File: config.mk
export PLATFORM = sky130hd
export DESIGN_NAME = fwd_hazard_unit
export DESIGN_NICKNAME = d
export VERILOG_FILES = /design/src/rtl/fwd_hazard_unit.sv
export SDC_FILE = /design/constraint.sdc
export NUM_CORES = 1
export LEC_CHECK = 0
export BUFFER_PORTS_ARGS = -buffer_cell sky130_fd_sc_hd__buf_2
export CORE_AREA = 2 2 87 89
export CTS_CLUSTER_DIAMETER = 80
export DETAILED_ROUTE_END_ITERATION = 12
export DIE_AREA = 0 0 89 91
export PLACE_DENSITY_LB_ADDON = 0.08
export SLEW_MARGIN = 20
export SYNTH_ARGS = -nofsm -noshare
export SYNTH_HDL_FRONTEND = slang
export SYNTH_SLANG_ARGS = --single-unit
File: constraint.sdc
create_clock -name clk -period 3.6 [get_ports clk]
set_input_delay 0.72 -clock clk [delete_from_list [all_inputs] [get_ports clk]]
set_output_delay 0.72 -clock clk [all_outputs]
set_load 0.1 [all_outputs]
File: src/rtl/fwd_hazard_unit.sv
// Operand forwarding selects, load-use / long-op hazard stall, and a single-entry
// long-latency scoreboard with saturating stall accounting.
module fwd_hazard_unit #(
  parameter int unsigned AW   = 5,
  parameter int unsigned NSRC = 2,
  parameter int unsigned LAT  = 4,
  localparam int unsigned SELW = $clog2(NSRC + 1)
) (
  input  logic               clk,
  input  logic               reset,
  input  logic [AW-1:0]      rs_id,
  input  logic [AW-1:0]      rt_id,
  input  logic [AW-1:0]      rs_ex,
  input  logic [AW-1:0]      rt_ex,
  input  logic               ex_regwrite,
  input  logic               ex_is_load,
  input  logic [AW-1:0]      ex_wr_addr,
  input  logic [NSRC-1:0]    src_we,
  input  logic [NSRC*AW-1:0] src_addr,
  input  logic               long_issue,
  input  logic [AW-1:0]      long_dst,
  output logic [SELW-1:0]    fwd_a,
  output logic [SELW-1:0]    fwd_b,
  output logic               stall,
  output logic               long_busy,
  output logic               long_done,
  output logic [AW-1:0]      long_wb_addr,
  output logic               err_overlap,
  output logic [15:0]        stall_cnt
);

  localparam int unsigned CW = 4;

  typedef enum logic [0:0] {StIdle, StBusy} state_e;

  state_e          stateQ, stateD;
  logic [CW-1:0]   cntQ, cntD;
  logic [AW-1:0]   dstQ, dstD;
  logic [AW-1:0]   wbQ, wbD;
  logic            doneQ, doneD;
  logic            errQ, errD;
  logic [15:0]     stallCntQ, stallCntD;
  logic            loadUse, longHaz;

  // Walk oldest to nearest so the nearest matching stage wins.
  always_comb begin
    fwd_a = '0;
    fwd_b = '0;
    for (int i = NSRC - 1; i >= 0; i--) begin
      if (src_we[i] && (src_addr[i*AW +: AW] != '0)) begin
        if (src_addr[i*AW +: AW] == rs_ex) fwd_a = SELW'(i + 1);
        if (src_addr[i*AW +: AW] == rt_ex) fwd_b = SELW'(i + 1);
      end
    end
  end

  assign loadUse = ex_is_load && ex_regwrite && (ex_wr_addr != '0) &&
                   ((ex_wr_addr == rs_id) || (ex_wr_addr == rt_id));
  assign longHaz = long_busy && (dstQ != '0) && ((dstQ == rs_id) || (dstQ == rt_id));
  assign stall   = loadUse || longHaz;

  assign long_busy    = (stateQ == StBusy);
  assign long_done    = doneQ;
  assign long_wb_addr = wbQ;
  assign err_overlap  = errQ;
  assign stall_cnt    = stallCntQ;

  always_comb begin
    stateD    = stateQ;
    cntD      = cntQ;
    dstD      = dstQ;
    wbD       = wbQ;
    doneD     = 1'b0;
    errD      = errQ || (long_issue && (stateQ == StBusy));
    stallCntD = (stall && (stallCntQ != 16'hFFFF)) ? stallCntQ + 16'd1 : stallCntQ;
    unique case (stateQ)
      StIdle: begin
        if (long_issue) begin
          stateD = StBusy;
          dstD   = long_dst;
          cntD   = CW'(LAT - 1);
        end
      end
      StBusy: begin
        if (cntQ == '0) begin
          stateD = StIdle;
          doneD  = 1'b1;
          wbD    = dstQ;
        end else begin
          cntD = cntQ - 1'b1;
        end
      end
      default: stateD = StIdle;
    endcase
  end

  always_ff @(posedge clk) begin
    if (reset) begin
      stateQ    <= StIdle;
      cntQ      <= '0;
      dstQ      <= '0;
      wbQ       <= '0;
      doneQ     <= 1'b0;
      errQ      <= 1'b0;
      stallCntQ <= '0;
    end else begin
      stateQ    <= stateD;
      cntQ      <= cntD;
      dstQ      <= dstD;
      wbQ       <= wbD;
      doneQ     <= doneD;
      errQ      <= errD;
      stallCntQ <= stallCntD;
    end
  end

endmodule

# ---- After elaboration in Yosys (flattened, before gate mapping)
# Cells that the tools add are included.
dict set report classes {
  eq_ne 11
  n_div 0
  reduce_logical 22
  n_addsub 2
  n_lt_le_gt_ge 0
  bitwise 1
  n_mux 15
  shift 0
  mul 0
}
# op n
set op_table {}
lappend op_table {{$eq 5x5->1} 8}
lappend op_table {{$reduce_bool 5->1} 4}
lappend op_table {{$add 16x1->16 const B} 1}
lappend op_table {{$mux 2} 8}
lappend op_table {{$ne 16x16->1 const B} 1}
lappend op_table {{$logic_and 1x1->1} 9}
lappend op_table {{$mux 4} 2}
lappend op_table {{$pmux 4 s2} 1}
lappend op_table {{$reduce_and 2->1} 3}
lappend op_table {{$logic_not 4->1} 1}
lappend op_table {{$logic_or 1x1->1} 4}
lappend op_table {{$ne 2x2->1 const B} 2}
lappend op_table {{$sub 4x1->4 const B} 1}
lappend op_table {{$mux 1} 3}
lappend op_table {{$pmux 1 s2} 1}
lappend op_table {{$reduce_or 2->1} 1}
lappend op_table {{$not 1->1} 1}
dict set report word_totals {
  rom_bits 0
  output_inout_bits 29
  elab_cells 58
  ramBits 0
  n_memories 0
  ff_bits 33
  latch_bits 0
}

# ---- Logic depth before layout (Yosys ltp)
# Gate-level depths: netlist (run 1).
dict set report depth {
  ltp_word 5
  depth_mapped 9
  depth_no_buf 7
}

# ---- Worst setup path after synthesis (run 1)
# No wires, ideal clock.
dict set report synth_timing {
  path_kind {input to output}
  from {in rs_ex[4]}
  to {out fwd_a[1]}
  path_stages 4
  path_slack_ps -3043
  n_path_buf 0
  t_arrival_ps 5923
  cell_sequence {xnor2_1 -> nand3_1 -> nor4_1 -> nor4_1}
}
dict set report synth_between {
  elab_chain_len 5
  elab_cells_between_ends 6
  classes_between {2 x eq/ne; 4 x mux}
}
# item line
set synth_rtl {}
lappend synth_rtl {{from (decl)} 13} ;# input logic [AW-1:0] rs_ex,
lappend synth_rtl {{$eq 5x5->1} 51} ;# if (src_addr[i*AW +: AW] == rs_ex) fwd_a = SELW'(i + 1);
lappend synth_rtl {{$mux 2} 51}
lappend synth_rtl {{$mux 2} 50} ;# if (src_we[i] && (src_addr[i*AW +: AW] != '0)) begin
lappend synth_rtl {{$mux 2} 51}
lappend synth_rtl {{$mux 2 (*)} 50}
lappend synth_rtl {{to (decl)} 22} ;# output logic [SELW-1:0] fwd_a,
# Mark *: on every way between the ends. The rest lies on a longest branch, timed or not.

# ---- Worst setup path after layout (run 1)
dict set report layout_timing {
  from {in src_addr[1]}
  to {out fwd_a[1]}
}
dict set report layout_between {
  elab_chain_len 3
  elab_cells_between_ends 5
  classes_between {1 x eq/ne; 2 x mux; 2 x reduce/logical}
}
# item line
set layout_rtl {}
lappend layout_rtl {{from (decl)} 19} ;# input logic [NSRC*AW-1:0] src_addr,
lappend layout_rtl {{$eq 5x5->1 / $reduce_bool 5->1 (equally long branches)} {51, 50}}
lappend layout_rtl {{$mux 2 / $logic_and 1x1->1 (equally long branches)} {51, 50}}
lappend layout_rtl {{$mux 2 (*)} 50}
# Marks and branches as above.

==> results of run 1 <==
## cell usage after synthesis (3+ instances only)
library cell	number
and3_1	5
or4_1	12
dfxtp_1	33
nor4_1	4
a21oi_2	4
a21oi_1	14
xnor2_1	26
nor2b_1	9
nor4_2	5
ha_1	3
mux2i_1	5
xor2_1	15
nor3_1	3
nor2_1	15
mux2_4	6
clkbuf_1	5
o31ai_1	7
inv_1	3
or3_1	3
nand2_1	23
nand3_1	12
o21ai_0	3
## final timing paths
| kind | start | end | slack, ns | depth (start not counted) |
|---|---|---|---|---|
| min | err_overlap | err_overlap | 0.46 | 2 |
| min reg2reg | err_overlap | err_overlap | 0.46 | 2 |
| max | src_addr[1] | fwd_a[1] | 0.47 | 6 |
| max reg2reg | stall_cnt[6] | stall_cnt[2] | 1.23 | 7 |
## state kept, by name, summed over array words and instances (netlist names)
signal	cells
cntQ	4
long_done	1
err_overlap	1
long_busy	1
long_wb_addr	5
dstQ	5
stall_cnt	16
## final cells by class
class,instances,area share (%)
sequential,33,24.5
tap,99,4.59
multi-input combinational,192,52.8
clock inverter,3,0.648
clock buffer,5,2.55
timing repair buffer,77,14.5
inverter,4,0.556
## power by group through the flow
stage | Clock (uW) | Combinational [uW] | Sequential, uW
6_report | 279 | 193 | 389
2_1_floorplan | 0 | 111 | 422
5_1_grt | 306 | 213 | 391
3_3_place_gp | 0 | 196 | 398
4_1_cts | 290 | 196 | 390
3_5_place_dp | 0 | 195 | 398
## logic make-up after synthesis
logic type               synth area share (%)
AND/OR/NAND/NOR                          26.1
XOR/XNOR                                 17.0
AO/OA/AOI/OAI                            12.5
flip-flops                               31.2
buffers and inverters                    4.26
multiplexers                             7.16
adder cells (fa/ha/maj)                  1.77
## worst reg2reg max path: stages (launching register included)
cell     delay [ns]
dfxtp_1        0.44
and4_1         0.25
and3_1         0.21
nand4_1        0.21
nor2b_1        0.60
buf_4          0.32
or4_1          0.15
a21oi_2        0.05
## through the flow
step                      hold slack (ns)  area, um^2  utilization, %  power [uW]
final                               0.462        2700            37.9         861
after global routing                0.515        2700            37.9         910
after CTS                           0.471        2700            37.9         876
after detailed placement            0.455        2620            36.6         593
after global placement              0.446        2620            36.6         593
after floorplan                     0.439        2180               -         533
## routing by layer
layer  GRT usage (%)  wire length [um]
met1            18.0              2500
met2            21.1              2480
met3            4.00               383
met4            3.36                49
met5               0                 0
==> out/results.ini, run 1 <==
[detailed_routing]
drt-total-wl_um=5420
routedWlPerCell_um=13.1
vias_per_cell=4.78
firstDrtPassIters=4
drc_errors=0
drt_iter0_drc=52
vias=1975
drtAntennaViolNets=0

[yosys]
async_reset_ff_share_pct=0
synth_top_area_share_pct=31.2
yosys.area.top_type=dfxtp_1
ys.flop_type=dfxtp_1
yosys_register_bits=33
synth_edf_count=0
syn_avg_cell_area_um2=8.82
synthTopCellsByArea=dfxtp_1, xnor2_1, xor2_1
syn-instance-count=240
synth.distinct_cells=43
syn_area_mm2=0.00212
yosysWarnings=0
synth_seq_area_share_pct=31.2
synth_nets=290

[hold_path]
hold_class=reg2reg

[global_routing]
grt_use_total_pct=13.5
grt_pass1_vias=1824
grt_pass1_wl_um=8800
antenna_found_initial=0
grt_max_degree=40
overflow=0

[layout]
most-common-layout-cells=buf_2, dfxtp_1, xnor2_1
num_antenna_cells=0
final_common_cell=buf_2
syn2layout_area_growth_pct=27.7
fin_cells=413
fillerInstances=770
drive_gt1_share_pct=34.4
seqCellArea_um2=661
multi_input_comb_area_mm2=0.00143
fin_nets=363

[setup_path]
critPathKind=in2out
critPathMaxStageDelay_ns=0.51
cp-end-kind=primary output
path_buf_inv=2
cp_data_arrival_time_ns=2.41
worstPathRequired_ns=2.88
cp_top_family=simple AND/OR/NAND/NOR gates
cp_cell_sequence=buf_2 -> or4_1 -> o21ai_1 -> nor4_4 -> nor4_4 -> buf_2
crit_slowest_cell=or4_1
cp-start-kind=input port
cp_max_fo=3

[clocking]
holdBufCountCts=0
cts.path.max_buffers=2
clk_latency_ns=0.29
clk_pin_slew_ns=0.07
htree_num_levels=2
cts_sinks=33
cts-resized-gates=0
cts_root_buf=clkbuf_8
cts_tree=done
cts_made_buffers=5
postCtsSetupBuffers=0

[timing]
worstMarginPinSlew_ns=0.767
maxSlewViolCount=0
worst_slack_ns=0.470
fin_worst_skew_ns=0.00757
setup_tns_ns=0
hold_viol=0
period_share_pct=86.9
fin_crit_ns=3.13
finalSetupViolations=0
fmax_mhz=320
relSlewSlack_pct=48.9
rsz0062_at_grt=false

[placed_design]
place_inst=405
pre_cts_ws_ns=0.466
dp_hpwl_um=4130
routabilityCongestion=0.824
portBuffers=75

[floorplan]
die-area_mm2=0.00810
fp.coreArea_mm2=0.00714
start_util_pct=29.6
fp-row-count=31
die_y_um=91
die_x_um=89
ios=76

[power]
switching_share_pct=32.2
pwr-share-seq_pct=45.2
vdd_drop_max_mv=0.116
comb_power_share_pct=22.5
power.density_mw_per_mm2=319
p_sw_uw=278
p_leak_uw=0.00108
internal_power_uw=584
clock_power_share_pct=32.3

[outcome]
run_status=complete, no violations

[run]
maxCapViolCount=0

Note: power is estimated with default switching activity, not from simulation.
==> run 2, diff against run 1 <==
- clock period: 3.6 -> 3.4 ns (I/O delays scaled with it)
==> run 2 against run 1 <==
  * Global-route usage decreased by 0.22 points
  * Die area unchanged
  * Flip-flop and latch count unchanged
==> out/results.ini, run 2 (synthesis gave the netlist of run 1 again) <==
[outcome]
run_status=complete, no violations

[global_routing]
grt_pass1_wl_um=8630
grt_pass1_vias=1855
grt_max_degree=40
overflow=0
grt_use_total_pct=13.3
antenna_found_initial=0

[hold_path]
hold_class=reg2reg
holdPathStages=2
min_from=err_overlap
holdPathEnd=err_overlap

[setup_path]
cp_top_family=simple AND/OR/NAND/NOR gates
path_buf_inv=2
regToRegSetupSlack_ns=1.23
cp_cell_sequence=buf_2 -> or4_1 -> o21ai_0 -> or4_1 -> nor4_4 -> buf_2
cp-end-kind=primary output
r2r_start=dstQ[3]
reg2regPathDepth=6
critPathMaxStageDelay_ns=0.58
cp_data_arrival_time_ns=2.32
worstPathRequired_ns=2.72
worstReg2RegEnd=stall_cnt[13]
cp_max_fo=3
crit_slowest_cell=or4_1
critPathKind=in2out
cp-start-kind=input port

[timing]
finalSetupViolations=0
fin_crit_ns=3.00
rsz0062_at_grt=false
fin_worst_skew_ns=0.0135
setup_tns_ns=0
period_share_pct=88.2
fmax_mhz=334
maxSlewViolCount=0
worstMarginPinSlew_ns=0.755
hold_viol=0
relSlewSlack_pct=49.7

[detailed_routing]
vias_per_cell=4.70
firstDrtPassIters=4
wl_met3_um=263
vias=1941
drt_iter0_drc=75
drc_errors=0
drtAntennaViolNets=0
drt-met1-wl_um=2740
topRoutingLayerUsed=met4
routedWlPerCell_um=13.1
wl_met2_um=2380
drt-total-wl_um=5410

[clocking]
cts.path.max_buffers=2
cts-resized-gates=0
htree_num_levels=2
clk_latency_ns=0.28
cts_tree=done
clk_pin_slew_ns=0.07
holdBufCountCts=0
cts_made_buffers=5
postCtsSetupBuffers=0
cts_root_buf=clkbuf_8
cts_sinks=33

[floorplan]
die-area_mm2=0.00810
die_x_um=89
start_util_pct=29.6
die_y_um=91
ios=76
fp-row-count=31
fp.coreArea_mm2=0.00714

[run]
maxCapViolCount=0

[placed_design]
portBuffers=75
dp_hpwl_um=4060
routabilityCongestion=0.810

[layout]
largest_reg_flops=16
drive_gt1_share_pct=34.1
num_antenna_cells=0
syn2layout_area_growth_pct=27.7
fin_nets=363
final_common_cell=buf_2
fillerInstances=776
most-common-layout-cells=buf_2, dfxtp_1, xnor2_1

[power]
power.density_mw_per_mm2=336
switching_share_pct=31.5
p_leak_uw=0.00107
internal_power_uw=622
vdd_drop_max_mv=0.166
p_sw_uw=287
power_uw=909
comb_power_share_pct=22.5
pwr-share-seq_pct=45.3
clock_power_share_pct=32.1

## run 2: area by class of cell
type / count / area, um^2 / share of cell area [%]
multi-input cells: 192 / 1430 / 52.9
flip-flops and latches: 33 / 661 / 24.4
repair buffers: 77 / 390 / 14.4
well taps: 99 / 124 / 4.58
clock buffers: 7 / 76.3 / 2.82
inverters: 4 / 15.0 / 0.556
clock inverters: 1 / 7.51 / 0.278
## run 2: power groups by stage
stage                     combinational [uW]  clock [uW]  sequential (uW)
after global placement                   207           0              421
after floorplan                          117           0              447
after global routing                     223         322              414
final                                    205         292              412
after CTS                                207         305              412
after detailed placement                 206           0              421
## run 2: layer usage
metal	GRT usage [%]	vias to the layer above
li1	-	1003
met5	0	-
met2	20.8	52
met3	3.64	2
met4	2.99	0
met1	18.0	884
## run 2: worst max-delay path by stage
| stage | start | to | slack, ns | depth (start not counted) |
|---|---|---|---|---|
| 5_1_grt | src_addr[6] | fwd_a[1] | 0.34 | 6 |
| 4_1_cts | src_addr[6] | fwd_b[1] | 0.40 | 6 |
| 3_3_place_gp | src_addr[6] | fwd_b[1] | 0.40 | 6 |
| 3_5_place_dp | src_addr[6] | fwd_b[1] | 0.40 | 6 |
| 2_1_floorplan | src_addr[1] | fwd_a[1] | 0.05 | 4 |
| 6_report | src_addr[6] | fwd_b[1] | 0.40 | 6 |
## run 2: worst min-delay path, cell delays in order, from the launching register on
cell	delay [ns]
dfxtp_1	0.32
a21oi_1	0.04
nor2_1	0.07
## run 2: through the flow
step / util (%) / hold WS (ns) / area, um^2 / instances / setup WS [ns]
6_report: 37.9 / 0.462 / 2700 / 413 / 0.402
3_5_place_dp: 36.7 / 0.457 / 2620 / 405 / 0.403
4_1_cts: 37.9 / 0.473 / 2700 / 413 / 0.402
2_1_floorplan: - / 0.439 / 2180 / 240 / 0.0519
5_1_grt: 37.9 / 0.503 / 2700 / 413 / 0.341
3_3_place_gp: 36.7 / 0.446 / 2620 / 405 / 0.399
